[src/rtl/trng_fifo_pkg.sv]
// Shared constants and elaboration helpers for the parametrised TRNG/keystream FIFO.
package trng_fifo_pkg;

  localparam int FIFO_DATA_WIDTH = 8;
  localparam int FIFO_DEPTH      = 64;

  // Occupancy needs one more bit than the pointers so that DEPTH itself is representable.
  function automatic int fifo_lvl_w(input int depth);
    return $clog2(depth) + 1;
  endfunction

  function automatic bit fifo_params_ok(input int dw, input int depth, input int fwft,
                                        input int af, input int ae);
    return (dw >= 1) && (depth >= 2) && ((depth & (depth - 1)) == 0) &&
           (fwft == 0 || fwft == 1) &&
           (af >= 1) && (af <= depth) && (ae >= 0) && (ae <= depth - 1);
  endfunction

endpackage

[src/rtl/trng_fifo_flex_mem.sv]
// DEPTH x DATA_WIDTH storage: synchronous write, asynchronous read, no reset.
module fifo_mem_dp #(
  parameter int DATA_WIDTH = 8,
  parameter int DEPTH      = 64,
  localparam int AW        = $clog2(DEPTH)
) (
  input  logic                  clk,
  input  logic                  we,
  input  logic [AW-1:0]         waddr,
  input  logic [DATA_WIDTH-1:0] wdata,
  input  logic [AW-1:0]         raddr,
  output logic [DATA_WIDTH-1:0] rdata
);

  logic [DATA_WIDTH-1:0] mem [DEPTH];

  always_ff @(posedge clk) begin
    if (we) mem[waddr] <= wdata;
  end

  assign rdata = mem[raddr];

endmodule

[src/rtl/trng_fifo_flex.sv]
// Parametrised entropy/keystream FIFO: pointers, occupancy, threshold flags,
// sticky error flags, flush, and a registered or first-word-fall-through read port.
module trng_fifo_flex
  import trng_fifo_pkg::*;
#(
  parameter int DATA_WIDTH = FIFO_DATA_WIDTH,
  parameter int DEPTH      = FIFO_DEPTH,
  parameter int FWFT       = 0,
  parameter int AF_THRESH  = 56,
  parameter int AE_THRESH  = 8
) (
  input  logic                          clk,
  input  logic                          reset_n,
  input  logic                          flush,
  input  logic                          wr_en,
  input  logic [DATA_WIDTH-1:0]         data_in,
  input  logic                          rd_en,
  output logic [DATA_WIDTH-1:0]         data_out,
  output logic                          data_valid,
  output logic                          full,
  output logic                          empty,
  output logic                          almost_full,
  output logic                          almost_empty,
  output logic [fifo_lvl_w(DEPTH)-1:0]  level,
  output logic                          overflow,
  output logic                          underflow
);

  localparam int AW = $clog2(DEPTH);
  localparam int LW = fifo_lvl_w(DEPTH);

  if (!fifo_params_ok(DATA_WIDTH, DEPTH, FWFT, AF_THRESH, AE_THRESH)) begin : g_bad_params
    $error("trng_fifo_flex: illegal parameter combination");
  end

  logic [AW-1:0]         wr_ptr, rd_ptr;
  logic [DATA_WIDTH-1:0] mem_rdata;
  logic                  wr_acc, rd_acc;

  // Flags decode straight off the registered level, so they carry no extra latency.
  assign full         = (level == LW'(DEPTH));
  assign empty        = (level == '0);
  assign almost_full  = (level >= LW'(AF_THRESH));
  assign almost_empty = (level <= LW'(AE_THRESH));

  assign wr_acc = wr_en & ~full  & ~flush;
  assign rd_acc = rd_en & ~empty & ~flush;

  fifo_mem_dp #(
    .DATA_WIDTH (DATA_WIDTH),
    .DEPTH      (DEPTH)
  ) u_mem (
    .clk   (clk),
    .we    (wr_acc),
    .waddr (wr_ptr),
    .wdata (data_in),
    .raddr (rd_ptr),
    .rdata (mem_rdata)
  );

  always_ff @(posedge clk or negedge reset_n) begin
    if (!reset_n) begin
      wr_ptr    <= '0;
      rd_ptr    <= '0;
      level     <= '0;
      overflow  <= 1'b0;
      underflow <= 1'b0;
    end else if (flush) begin
      wr_ptr    <= '0;
      rd_ptr    <= '0;
      level     <= '0;
      overflow  <= 1'b0;
      underflow <= 1'b0;
    end else begin
      if (wr_acc) wr_ptr <= wr_ptr + AW'(1);
      if (rd_acc) rd_ptr <= rd_ptr + AW'(1);
      case ({wr_acc, rd_acc})
        2'b10:   level <= level + LW'(1);
        2'b01:   level <= level - LW'(1);
        default: level <= level;
      endcase
      if (wr_en & full)  overflow  <= 1'b1;
      if (rd_en & empty) underflow <= 1'b1;
    end
  end

  if (FWFT != 0) begin : g_fwft
    // Head word is always on the bus; contents are don't-care while empty.
    assign data_out   = mem_rdata;
    assign data_valid = ~empty;
  end else begin : g_reg
    always_ff @(posedge clk or negedge reset_n) begin
      if (!reset_n) begin
        data_out   <= '0;
        data_valid <= 1'b0;
      end else begin
        data_valid <= rd_acc;
        if (rd_acc) data_out <= mem_rdata;
      end
    end
  end

endmodule

[config.mk]
export PLATFORM = sky130hd
export DESIGN_NAME = trng_fifo_flex
export DESIGN_NICKNAME = d
export VERILOG_FILES = /design/src/rtl/trng_fifo_pkg.sv /design/src/rtl/trng_fifo_flex_mem.sv /design/src/rtl/trng_fifo_flex.sv
export SDC_FILE = /design/constraint.sdc
export NUM_CORES = 1
export LEC_CHECK = 0
export ABC_AREA = 1
export BUFFER_PORTS_ARGS = -buffer_cell sky130_fd_sc_hd__buf_4
export CAP_MARGIN = 10
export CORE_MARGIN = 8
export CORE_UTILIZATION = 40
export DETAILED_ROUTE_END_ITERATION = 6
export HOLD_SLACK_MARGIN = 0.02
export PLACE_DENSITY = 0.61
export SLEW_MARGIN = 20
export SYNTH_ARGS = -nofsm -noshare
export SYNTH_HDL_FRONTEND = slang
export SYNTH_HIERARCHICAL = 1
export SYNTH_SLANG_ARGS = --single-unit
[constraint.sdc]
create_clock -name clk -period 3.4 [get_ports clk]
set_input_delay 0.17 -clock clk [delete_from_list [all_inputs] [get_ports clk]]
set_output_delay 0.17 -clock clk [all_outputs]
set_load 0.01 [all_outputs]
==> key figures, run 1 <==
Die
  – Die area: 64900 um^2
  – Core area: 56400 um^2
  – Die Ht: 255 um
  – I/O Pins: 35
  – Initial Util: 40.5%
  – Core Rows: 87
  – Die width: 255 um

Global routing
  – Pin count of the biggest net entering global routing: 132
  – Number of global-route vias before repair: 14900
  – GR Overflow Total: 0
  – Total global-route track usage: 17.9%
  – Initial antenna violation count: 0
  – First-pass GRT wire length: 89200 um

Power and ir drop
  – Cell Pwr Density: 688 nW/um^2
  – Total power: 17.6 mW
  – Static Leak: 9.36 nW
  – Max IR drop VDD: 0.000522 V

STA
  – Max Clk Rate: 354 MHz
  – Worst slew pin tran: 1.11 ns
  – Crit path time final: 2.83 ns
  – Hold Slack: 0.0777 ns
  – Period utilisation layout: 83.1%
  – RSZ-0062 raised after global routing: no
  – Relative slew slack: 25.9%
  – Clk_skew: 0.0208 ns
  – Hold Vio Cnt, Final: 0
  – Final setup vio count: 0
  – Setup TNS: 0 ns
  – Max-slew violation count: 0

Logic synthesis
  – Most frequent cell after synthesis: nand2_1
  – Largest family of logic cells by synthesized area: simple AND/OR/NAND/NOR gates
  – Mapped Nets: 2012
  – Top-area cell type share of the netlist area: 67.4%
  – Post-Synth Simple-Gate Area: 23.8%
  – Compound-cell area share of the yosys netlist: 0.675%
  – Register area share after synthesis: 70.7%
  – XOR/XNOR Fraction of Synth Area: 0.230%
  – Mux contribution to synthesized area: 0%
  – Post-synthesis cell type count: 35
  – Avg Inst Size Synth: 11.5 um^2
  – Synth area leaders: edfxtp_1, nand2_1, nand3_1
  – Top post-synthesis cells by count: nand2_1, edfxtp_1, nand3_1
  – EDFF count, synth: 512
  – Async S/R FF share, synth: 5.54%
  – Post-synth top area cell: edfxtp_1
  – Post-synthesis register bit count: 542
  – Post-Synth Adder-Cell Area: 0.472%
  – Yosys warnings: 6
  – Top_reg_cell synth: edfxtp_1
  – Syn Std Cell Area: 22800 um^2
  – Syn Inst Count: 1991

Critical path
  – CP bufs+invs: 2
  – CP most frequent cell: nand2_2
  – CP endpoint: u_mem/mem[39][2]
  – CP Class: register to register
  – Critical Path Fanout Max: 8
  – Critical path origin: level[0]
  – Arr. time, crit path: 3.04 ns
  – CP endpoint kind: register
  – Worst-path cell chain: nor2_2 > nand2_2 > inv_2 > nand2_2 > nand2_2 > nor2_2 > buf_4 > nand4_1 > nor2_1
  – CP Launch Type: register
  – FF-to-FF Start: level[0]
  – Max incr delay on CP: 0.71 ns
  – R2R setup slack: 0.57 ns
  – Levels on crit path: 9
  – R2R depth: 9
  – Critical Path RT: 3.62 ns
  – Crit Reg-Reg Endpoint: u_mem/mem[39][2]
  – Worst path top cell family by delay: simple AND/OR/NAND/NOR gates
  – CP max-delay cell: nor2_1

Finish
  – Post-Layout Cell Count: 2853
  – Final antenna diode count: 0
  – Fillers: 5272
  – Reg area: 16100 um^2
  – Area added between synthesis and finish: 12.3%
  – Layout cells sized above 1: 10.1%
  – Multi-input gate area: 5730 um^2
  – Fin nets: 2074
  – Design area: 25600 um^2

Min path
  – Hold Path Class: input port to async pin

Drt
  – Vias: 15200
  – Pre-Repair DR Iteration Count: 5
  – Vias per cell: 5.32
  – DR DRC count: 0
  – WL per Instance: 20.4 um
  – Total Routed Length: 58100 um
  – Post-route ant nets: 0
  – DR iter-0 viols: 1564

Clock tree
  – CTS tree: built
  – Htree depth: 2
  – CTS Root Cell: clkbuf_16
  – Setup bufs post-CTS: 0
  – Worst-path clk slew: 0.06 ns
  – Clock sinks: 542
  – Worst-skew pair later-pin latency: 0.60 ns
  – CTS max path bufs: 3
  – Number of CTS-inserted buffers: 53

Placed design
  – Gpl congestion: 0.832
  – Port bufs: 34
  – Placed Instances: 2749
  – Post-DP HPWL: 33900 um
  – Post-Place Cell Area: 23900 um^2

Run status
  – Status: finished, final reports clean

Flow run
  – Max_cap viols: 0
==> layout make-up <==
cell class,instances,area share (%)
well taps,756,3.69
clock inverters,28,0.914
clock buffers,71,5.61
inverters,30,0.469
flip-flops and latches,542,63.0
multi-input cells,1302,22.4
repair buffers,124,3.93
==> cell families (layout without fill, tap and decap cells) <==
logic type / count (synthesis) / count (layout)
and+or+nand+nor: 1260 / 1260
DFF: 542 / 542
adders and majority gates: 8 / 8
AOI/OAI and AO/OA: 28 / 28
xor gates and xnor gates: 6 / 6
buffers and inverters: 147 / 253
==> state kept, by name (all words and copies together) (netlist names) <==
| register | count |
|---|---|
| rd_ptr | 6 |
| level | 7 |
| wr_ptr | 6 |
| overflow | 1 |
| u_mem/mem | 512 |
| data_valid | 1 |
| underflow | 1 |
| data_out | 8 |
==> per-stage QoR <==
step           utilization, %  worst slack [ns]
2_1_floorplan               -             0.586
3_3_place_gp             42.4             0.755
3_5_place_dp             42.4             0.618
4_1_cts                  45.4             0.594
5_1_grt                  45.4             0.387
6_report                 45.4             0.574
==> power by group <==
group          total (mW)  internal, mW  leakage [nW]  switching, mW
clock network        5.68          3.26         0.804           2.42
logic                4.39          1.31          3.55           3.07
registers            7.56          7.43          5.00          0.134
==> worst min-delay path by stage <==
stage / startpoint / end / slack (ns) / cells past startpoint
after detailed placement: reset_n / data_valid / 0.14 / 1
after CTS: reset_n / overflow / 0.03 / 2
after global routing: reset_n / underflow / 0.09 / 2
after global placement: reset_n / data_valid / 0.13 / 1
after floorplan: reset_n / data_out[0] / -0.13 / 0
final: reset_n / data_valid / 0.08 / 2
==> cell usage in the layout, fill, tap and decap left out, types with 2 or more instances in the layout <==
| cell type | Yosys | layout |
|---|---|---|
| clkinv_1 | 0 | 14 |
| clkbuf_1 | 15 | 16 |
| inv_2 | 4 | 4 |
| o21ai_0 | 9 | 9 |
| edfxtp_1 | 512 | 512 |
| dlygate4sd3_1 | 0 | 5 |
| clkinvlp_4 | 0 | 3 |
| nand3_1 | 451 | 451 |
| nor2_4 | 2 | 2 |
| clkinv_2 | 0 | 6 |
| nor4_1 | 8 | 8 |
| dfrtp_4 | 0 | 2 |
| a21oi_1 | 9 | 9 |
| nor3_2 | 2 | 2 |
| buf_4 | 14 | 114 |
| nor2_2 | 3 | 3 |
| clkbuf_16 | 0 | 55 |
| nand4_1 | 10 | 10 |
| o21ai_1 | 4 | 4 |
| bufinv_16 | 0 | 4 |
| o22ai_1 | 2 | 2 |
| ha_1 | 7 | 7 |
| xor2_1 | 2 | 2 |
| nand2_2 | 4 | 4 |
| inv_1 | 25 | 24 |
| inv_6 | 1 | 2 |
| nor2_1 | 69 | 69 |
| xnor2_1 | 4 | 4 |
| nand2_1 | 704 | 704 |
| nor3_1 | 4 | 4 |
| dfrtp_1 | 30 | 27 |
| nand2_4 | 2 | 2 |
| buf_12 | 0 | 5 |
==> metal layers <==
| layer | vias to the layer above | global-route usage (%) | wire [um] | share of wire, % |
|---|---|---|---|---|
| li1 | 7075 | - | - | - |
| met1 | 7439 | 25.1 | 25400 | 44 |
| met2 | 563 | 28.5 | 27100 | 47 |
| met3 | 100 | 2.72 | 3990 | 6.9 |
| met4 | 0 | 6.11 | 1640 | 2.8 |
| met5 | - | 0 | 0 | 0 |
==> what timing repair did <==
action | in CTS | in global routing
hold buffers | 5 | 0
endpoints found under the hold margin | 41 | 0
resized for setup | 0 | 0
Note: power is estimated with default switching activity, not from simulation.
==> inputs of run 2 (changes only) <==
==> constraint.sdc (replaced) <==
create_clock -name clk -period 2.6 [get_ports clk]
set_input_delay 0.13 -clock clk [delete_from_list [all_inputs] [get_ports clk]]
set_output_delay 0.13 -clock clk [all_outputs]
set_load 0.01 [all_outputs]
==> key figures, run 2 (same netlist as run 1, synthesis figures left out) <==
Die
  – Die Ht: 255 um (unchanged)
  – Die area: 64900 um^2 (unchanged)
  – Die width: 255 um (unchanged)
  – Core Rows: 87 (unchanged)
  – Initial Util: 40.5% (unchanged)
  – Core area: 56400 um^2 (unchanged)
  – I/O Pins: 35 (unchanged)

Clock tree
  – Worst-skew pair later-pin latency: 0.60 ns (about the same)
  – CTS Root Cell: clkbuf_16
  – Htree depth: 2 (unchanged)
  – CTS max path bufs: 3 (unchanged)
  – Clock sinks: 542 (unchanged)
  – Setup bufs post-CTS: 0 (unchanged)
  – CTS tree: built
  – Worst-path clk slew: 0.06 ns (about the same)
  – Number of CTS-inserted buffers: 54 (+1.9%)

Finish
  – Layout cells sized above 1: 11.3% (+1.2 points)
  – Largest register FFs: 512 (unchanged)
  – Top flop regs: u_mem/mem: 512 flops, data_out: 8 flops, level: 7 flops
  – Most frequent cells in the layout: nand2_1, edfxtp_1, nand3_1
  – Final antenna diode count: 0 (unchanged)
  – Area added between synthesis and finish: 13.7%
  – Commonest non-fill, non-tap cell in the layout: nand2_1
  – Fin nets: 2095 (+1.0%)
  – Reg with most FFs: u_mem/mem

Global routing
  – Top Usage Layer GRT: met2
  – Met1 Use GR: 23.9% (-1.2 points)
  – GR Overflow Total: 0 (unchanged)
  – Number of global-route vias before repair: 15000 (+0.63%)
  – GR Layer Usage met2: 28.2% (-0.28 points)
  – First-pass GRT wire length: 87600 um (-1.8%)
  – Pin count of the biggest net entering global routing: 123 (-6.8%)
  – Initial antenna violation count: 0 (unchanged)
  – GRT met3 Usage: 2.81% (+0.092 points)
  – Total global-route track usage: 17.4% (-0.51 points)

Critical path
  – R2R setup slack: 0.16 ns (-0.42 ns)
  – Arr. time, crit path: 2.92 ns (-0.12 ns)
  – Critical Path RT: 3.08 ns (-0.54 ns)
  – CP Launch Type: register
  – CP endpoint kind: register
  – CP Class: register to register
  – Critical Path Fanout Max: 11 (+3)

Power and ir drop
  – Logic gate share of total power: 25.5% (+0.6 points)
  – Static Leak: 9.55 nW (+2.1%)
  – Sw power: 7.47 mW (+33%)
  – Switching part of the total: 31.7% (-0.17 points)
  – Pint: 16.1 mW (+34%)
  – Cell Pwr Density: 907 nW/um^2 (+32%)
  – Clock power frac: 32.6% (+0.4 points)
  – Sequential power share: 42.0% (-0.9 points)
  – Max IR drop VDD: 0.000702 V (+34%)

STA
  – Max-slew violation count: 0 (unchanged)
  – Worst slew pin tran: 0.859 ns (-0.252 ns)
  – RSZ-0062 raised after global routing: no
  – Crit path time final: 2.44 ns (-0.381 ns)
  – Setup TNS: 0 ns (unchanged)
  – Max Clk Rate: 409 MHz (+16%)
  – Hold Vio Cnt, Final: 0 (unchanged)
  – Relative slew slack: 42.7% (+17 points)
  – Final setup vio count: 0 (unchanged)
  – Clk_skew: 0.0160 ns (-0.00477 ns)
  – Period utilisation layout: 94.0% (+11 points)
  – Hold Slack: 0.0233 ns (-0.0544 ns)

Min path
  – Hold Path Class: input port to async pin

Flow run
  – Max_cap viols: 0 (unchanged)

Drt
  – Vias: 15300 (+0.55%)
  – Total Routed Length: 57200 um (-1.6%)
  – Pre-Repair DR Iteration Count: 5 (unchanged)
  – WL per Instance: 19.9 um (-2.3%)
  – Vias per cell: 5.31 (-0.15%)
  – Post-route ant nets: 0 (unchanged)
  – DR iter-0 viols: 1537 (-1.7%)
  – DR DRC count: 0 (unchanged)

Run status
  – Status: finished, final reports clean

Placed design
  – Post-DP HPWL: 33200 um (-2.1%)
  – Port bufs: 34 (unchanged)
  – Gpl congestion: 0.884 (+6.3%)
run 2: cell types whose count changed in the layout (fill, tap and decap cells not counted), sizes merged:
cell | previous run | this run
bufinv | 4 | 5
dlygate4sd3 | 5 | 4
inv | 31 | 30
clkinv | 20 | 22
clkinvlp | 3 | 1
buf | 119 | 140
run 2: area by class of cell:
class / instances / area [um^2]
sequential: 542 / 16100
clock buffer: 71 / 1480
tap: 756 / 946
timing repair buffer: 144 / 1270
inverter: 30 / 124
clock inverter: 28 / 258
fill: 5153 / 30500
multi-input combinational: 1302 / 5730
run 2: per-stage QoR:
| step | power, mW | util, % | cells | worst slack (ns) | instance area, um^2 |
|---|---|---|---|---|---|
| final | 23.5 | 46.0 | 2873 | 0.155 | 25900 |
| after global routing | 24.6 | 46.0 | 2873 | 0.00567 | 25900 |
| after CTS | 23.7 | 46.0 | 2873 | 0.0980 | 25900 |
| after detailed placement | 16.0 | 42.8 | 2770 | 0.111 | 24200 |
| after global placement | 15.9 | 42.8 | 2770 | 0.187 | 24200 |
| after floorplan | 14.3 | - | 1991 | -0.214 | 22800 |
run 2: final timing paths:
kind / startpoint / endpoint / cells after the start
setup reg to reg: level[3] / level[3] / 13
hold reg to reg: data_out[1] / data_out[1] / 2
hold / removal: reset_n / overflow / 2
setup / recovery: level[3] / level[3] / 13
max in group asynchronous: reset_n / rd_ptr[1] / 2
min in group clk: rd_en / data_valid / 4
run 2: power groups by stage:
stage | combinational (mW) | sequential, mW | clock, mW
2_1_floorplan | 4.29 | 10.1 | 0
3_3_place_gp | 5.88 | 10.0 | 0
3_5_place_dp | 5.94 | 10.1 | 0
4_1_cts | 5.98 | 9.87 | 7.81
5_1_grt | 6.60 | 9.89 | 8.11
6_report | 5.99 | 9.88 | 7.66
run 2: what timing repair did:
action                                  CTS  global route
endpoints found under the setup margin    0             3
endpoints found under the hold margin    41             0
gates resized for setup                   0             1
hold buffers                              4             0
run 2: worst max-delay path: stages (launching register included):
cell and delay [ns]:
dfrtp_1 0.44, nor2_1 0.14, nand2_2 0.10, inv_2 0.06, nand2_2 0.05, nand2_2 0.21, nand3_4 0.17, clkinvlp_4 0.17
ha_1 0.30, a21oi_1 0.19, inv_1 0.05, a31oi_1 0.19, xor2_1 0.19, o21ai_1 0.08
run 2: per-layer routing:
| metal | vias up | share of wire (%) |
|---|---|---|
| li1 | 7115 | - |
| met1 | 7470 | 43 |
| met2 | 572 | 47 |
| met3 | 103 | 6.9 |
| met4 | 0 | 2.7 |
| met5 | - | 0 |
==> inputs of run 3 (changes only) <==
==> constraint.sdc (replaced) <==
create_clock -name clk -period 3.1 [get_ports clk]
set_input_delay 0.155 -clock clk [delete_from_list [all_inputs] [get_ports clk]]
set_output_delay 0.155 -clock clk [all_outputs]
set_load 0.01 [all_outputs]
==> key figures, run 3 (same netlist as run 1, synthesis figures left out) <==
Finish
  – Layout cells sized above 1: 11.1% (-0.19 points)
  – Largest register FFs: 512 (unchanged)
  – Post-Layout Cell Count: 2864 (-0.31%)
  – Design area: 25900 um^2 (-0.19%)
  – Fillers: 5201 (+0.93%)
  – Final antenna diode count: 0 (unchanged)
  – Commonest non-fill, non-tap cell in the layout: nand2_1
  – Reg with most FFs: u_mem/mem
  – Top flop regs: u_mem/mem: 512 flops, data_out: 8 flops, level: 7 flops
  – Area added between synthesis and finish: 13.5%
  – Most frequent cells in the layout: nand2_1, edfxtp_1, nand3_1
  – Post-layout util: 45.9% (-0.089 points)
  – Fin nets: 2087 (-0.38%)

Clock tree
  – Clock sinks: 542 (unchanged)
  – CTS Root Cell: clkbuf_16
  – Worst-skew pair later-pin latency: 0.60 ns (about the same)
  – Htree depth: 2 (unchanged)
  – CTS tree: built
  – Number of CTS-inserted buffers: 55 (+1.9%)
  – Cts repair resizes: 0 (unchanged)
  – Worst-path clk slew: 0.06 ns (about the same)
  – CTS max path bufs: 3 (unchanged)

Placed design
  – Post-Place Cell Area: 24000 um^2 (-0.52%)
  – Port bufs: 34 (unchanged)
  – Gpl congestion: 0.871 (-1.5%)
  – Post-DP HPWL: 34100 um (+2.7%)
  – Setup WS pre-CTS: 0.491 ns (+0.380 ns)
  – Placed Instances: 2760 (-0.36%)

Die
  – Die Ht: 255 um (unchanged)
  – I/O Pins: 35 (unchanged)
  – Die area: 64900 um^2 (unchanged)
  – Core area: 56400 um^2 (unchanged)
  – Core Rows: 87 (unchanged)
  – Die width: 255 um (unchanged)
  – Initial Util: 40.5% (unchanged)

Power and ir drop
  – Total power: 19.8 mW (-16%)
  – Static Leak: 9.53 nW (-0.23%)
  – Cell Pwr Density: 765 nW/um^2 (-16%)
  – Max IR drop VDD: 0.000499 V (-29%)

STA
  – Hold Vio Cnt, Final: 0 (unchanged)
  – Period utilisation layout: 85.2% (-8.9 points)
  – Final setup vio count: 0 (unchanged)
  – Hold Slack: 0.0348 ns (+0.0115 ns)
  – Max Clk Rate: 379 MHz (-7.4%)
  – Worst slew pin tran: 1.05 ns (+0.191 ns)
  – Max-slew violation count: 0 (unchanged)
  – Final worst setup slack: 0.460 ns (+0.305 ns)
  – Setup TNS: 0 ns (unchanged)
  – Crit path time final: 2.64 ns (+0.195 ns)
  – Relative slew slack: 29.6% (-13 points)
  – Clk_skew: 0.0202 ns (+0.00415 ns)
  – RSZ-0062 raised after global routing: no

Global routing
  – Number of global-route vias before repair: 15100 (+0.51%)
  – First-pass GRT wire length: 89100 um (+1.8%)
  – Pin count of the biggest net entering global routing: 132 (+7.3%)
  – Total global-route track usage: 17.9% (+0.52 points)
  – GR Overflow Total: 0 (unchanged)
  – Initial antenna violation count: 0 (unchanged)

Critical path
  – CP endpoint kind: register
  – R2R setup slack: 0.46 ns (+0.31 ns)
  – CP Class: register to register
  – Critical Path RT: 3.40 ns (+0.32 ns)
  – Crit Reg-Reg Endpoint: u_mem/mem[48][0]
  – Arr. time, crit path: 2.94 ns (+0.02 ns)
  – Critical Path Fanout Max: 11 (unchanged)
  – CP Launch Type: register
  – R2R depth: 9 (-4)
  – FF-to-FF Start: level[0]

Drt
  – Vias per cell: 5.35 (+0.77%)
  – Routed length on met3: 4540 um (+14%)
  – Max Used Layer: met4
  – Vias: 15300 (+0.46%)
  – DR iter-0 viols: 1644 (+7.0%)
  – DR DRC count: 0 (unchanged)
  – Pre-Repair DR Iteration Count: 5 (unchanged)
  – Total Routed Length: 58300 um (+2.0%)
  – Met2 wire length: 26800 um (-0.46%)
  – WL per Instance: 20.4 um (+2.3%)
  – M1 wire length: 25500 um (+2.8%)
  – Post-route ant nets: 0 (unchanged)

Min path
  – Hold Path Class: input port to async pin

Flow run
  – Max_cap viols: 0 (unchanged)

Run status
  – Status: finished, final reports clean
## run 3: how the worst max path moves through the flow
stage          startpoint               end  slack, ns  cells after the start
2_1_floorplan    level[0]  u_mem/mem[48][0]       0.29                     10
3_3_place_gp     level[0]  u_mem/mem[48][5]       0.51                      9
3_5_place_dp     level[0]  u_mem/mem[48][0]       0.49                      9
4_1_cts          level[0]  u_mem/mem[48][0]       0.47                      9
5_1_grt          level[0]  u_mem/mem[48][3]       0.28                      9
6_report         level[0]  u_mem/mem[48][0]       0.46                      9
## run 3: what timing repair did
item / CTS / global route
endpoints found under the hold margin: 41 / 0
buffers inserted: 0 / 0
hold buffers: 5 / 0
## run 3: per-layer routing
layer	vias to the layer above	track usage [%]
li1	7100	-
met1	7458	25.4
met2	672	28.2
met3	100	2.91
met4	0	5.69
met5	-	0
## run 3: layout make-up
| type | instances | area [um^2] | area share (%) |
|---|---|---|---|
| Inverter | 30 | 120 | 0.464 |
| Timing Repair Buffer | 135 | 1150 | 4.45 |
| Clock buffer | 68 | 1480 | 5.71 |
| Sequential cell | 542 | 16100 | 62.3 |
| Multi-Input combinational cell | 1302 | 5730 | 22.1 |
| Tap cell | 756 | 946 | 3.65 |
| Clock inverter | 31 | 325 | 1.26 |
## run 3: critical path: stages, from the launching register on
cell     delay (ns)
dfrtp_1        0.48
nor2_2         0.08
nand2_2        0.10
inv_2          0.04
nand2_2        0.06
nand2_2        0.17
nor2_2         0.37
nand4_1        0.42
nor4_1         0.37
buf_4          0.24
## run 3: power breakdown
part / internal [mW] / switching (mW) / total (mW)
Sequential: 8.15 / 0.160 / 8.31
Combinational: 1.47 / 3.40 / 4.87
Clock: 3.94 / 2.68 / 6.63
Total: 13.6 / 6.24 / 19.8
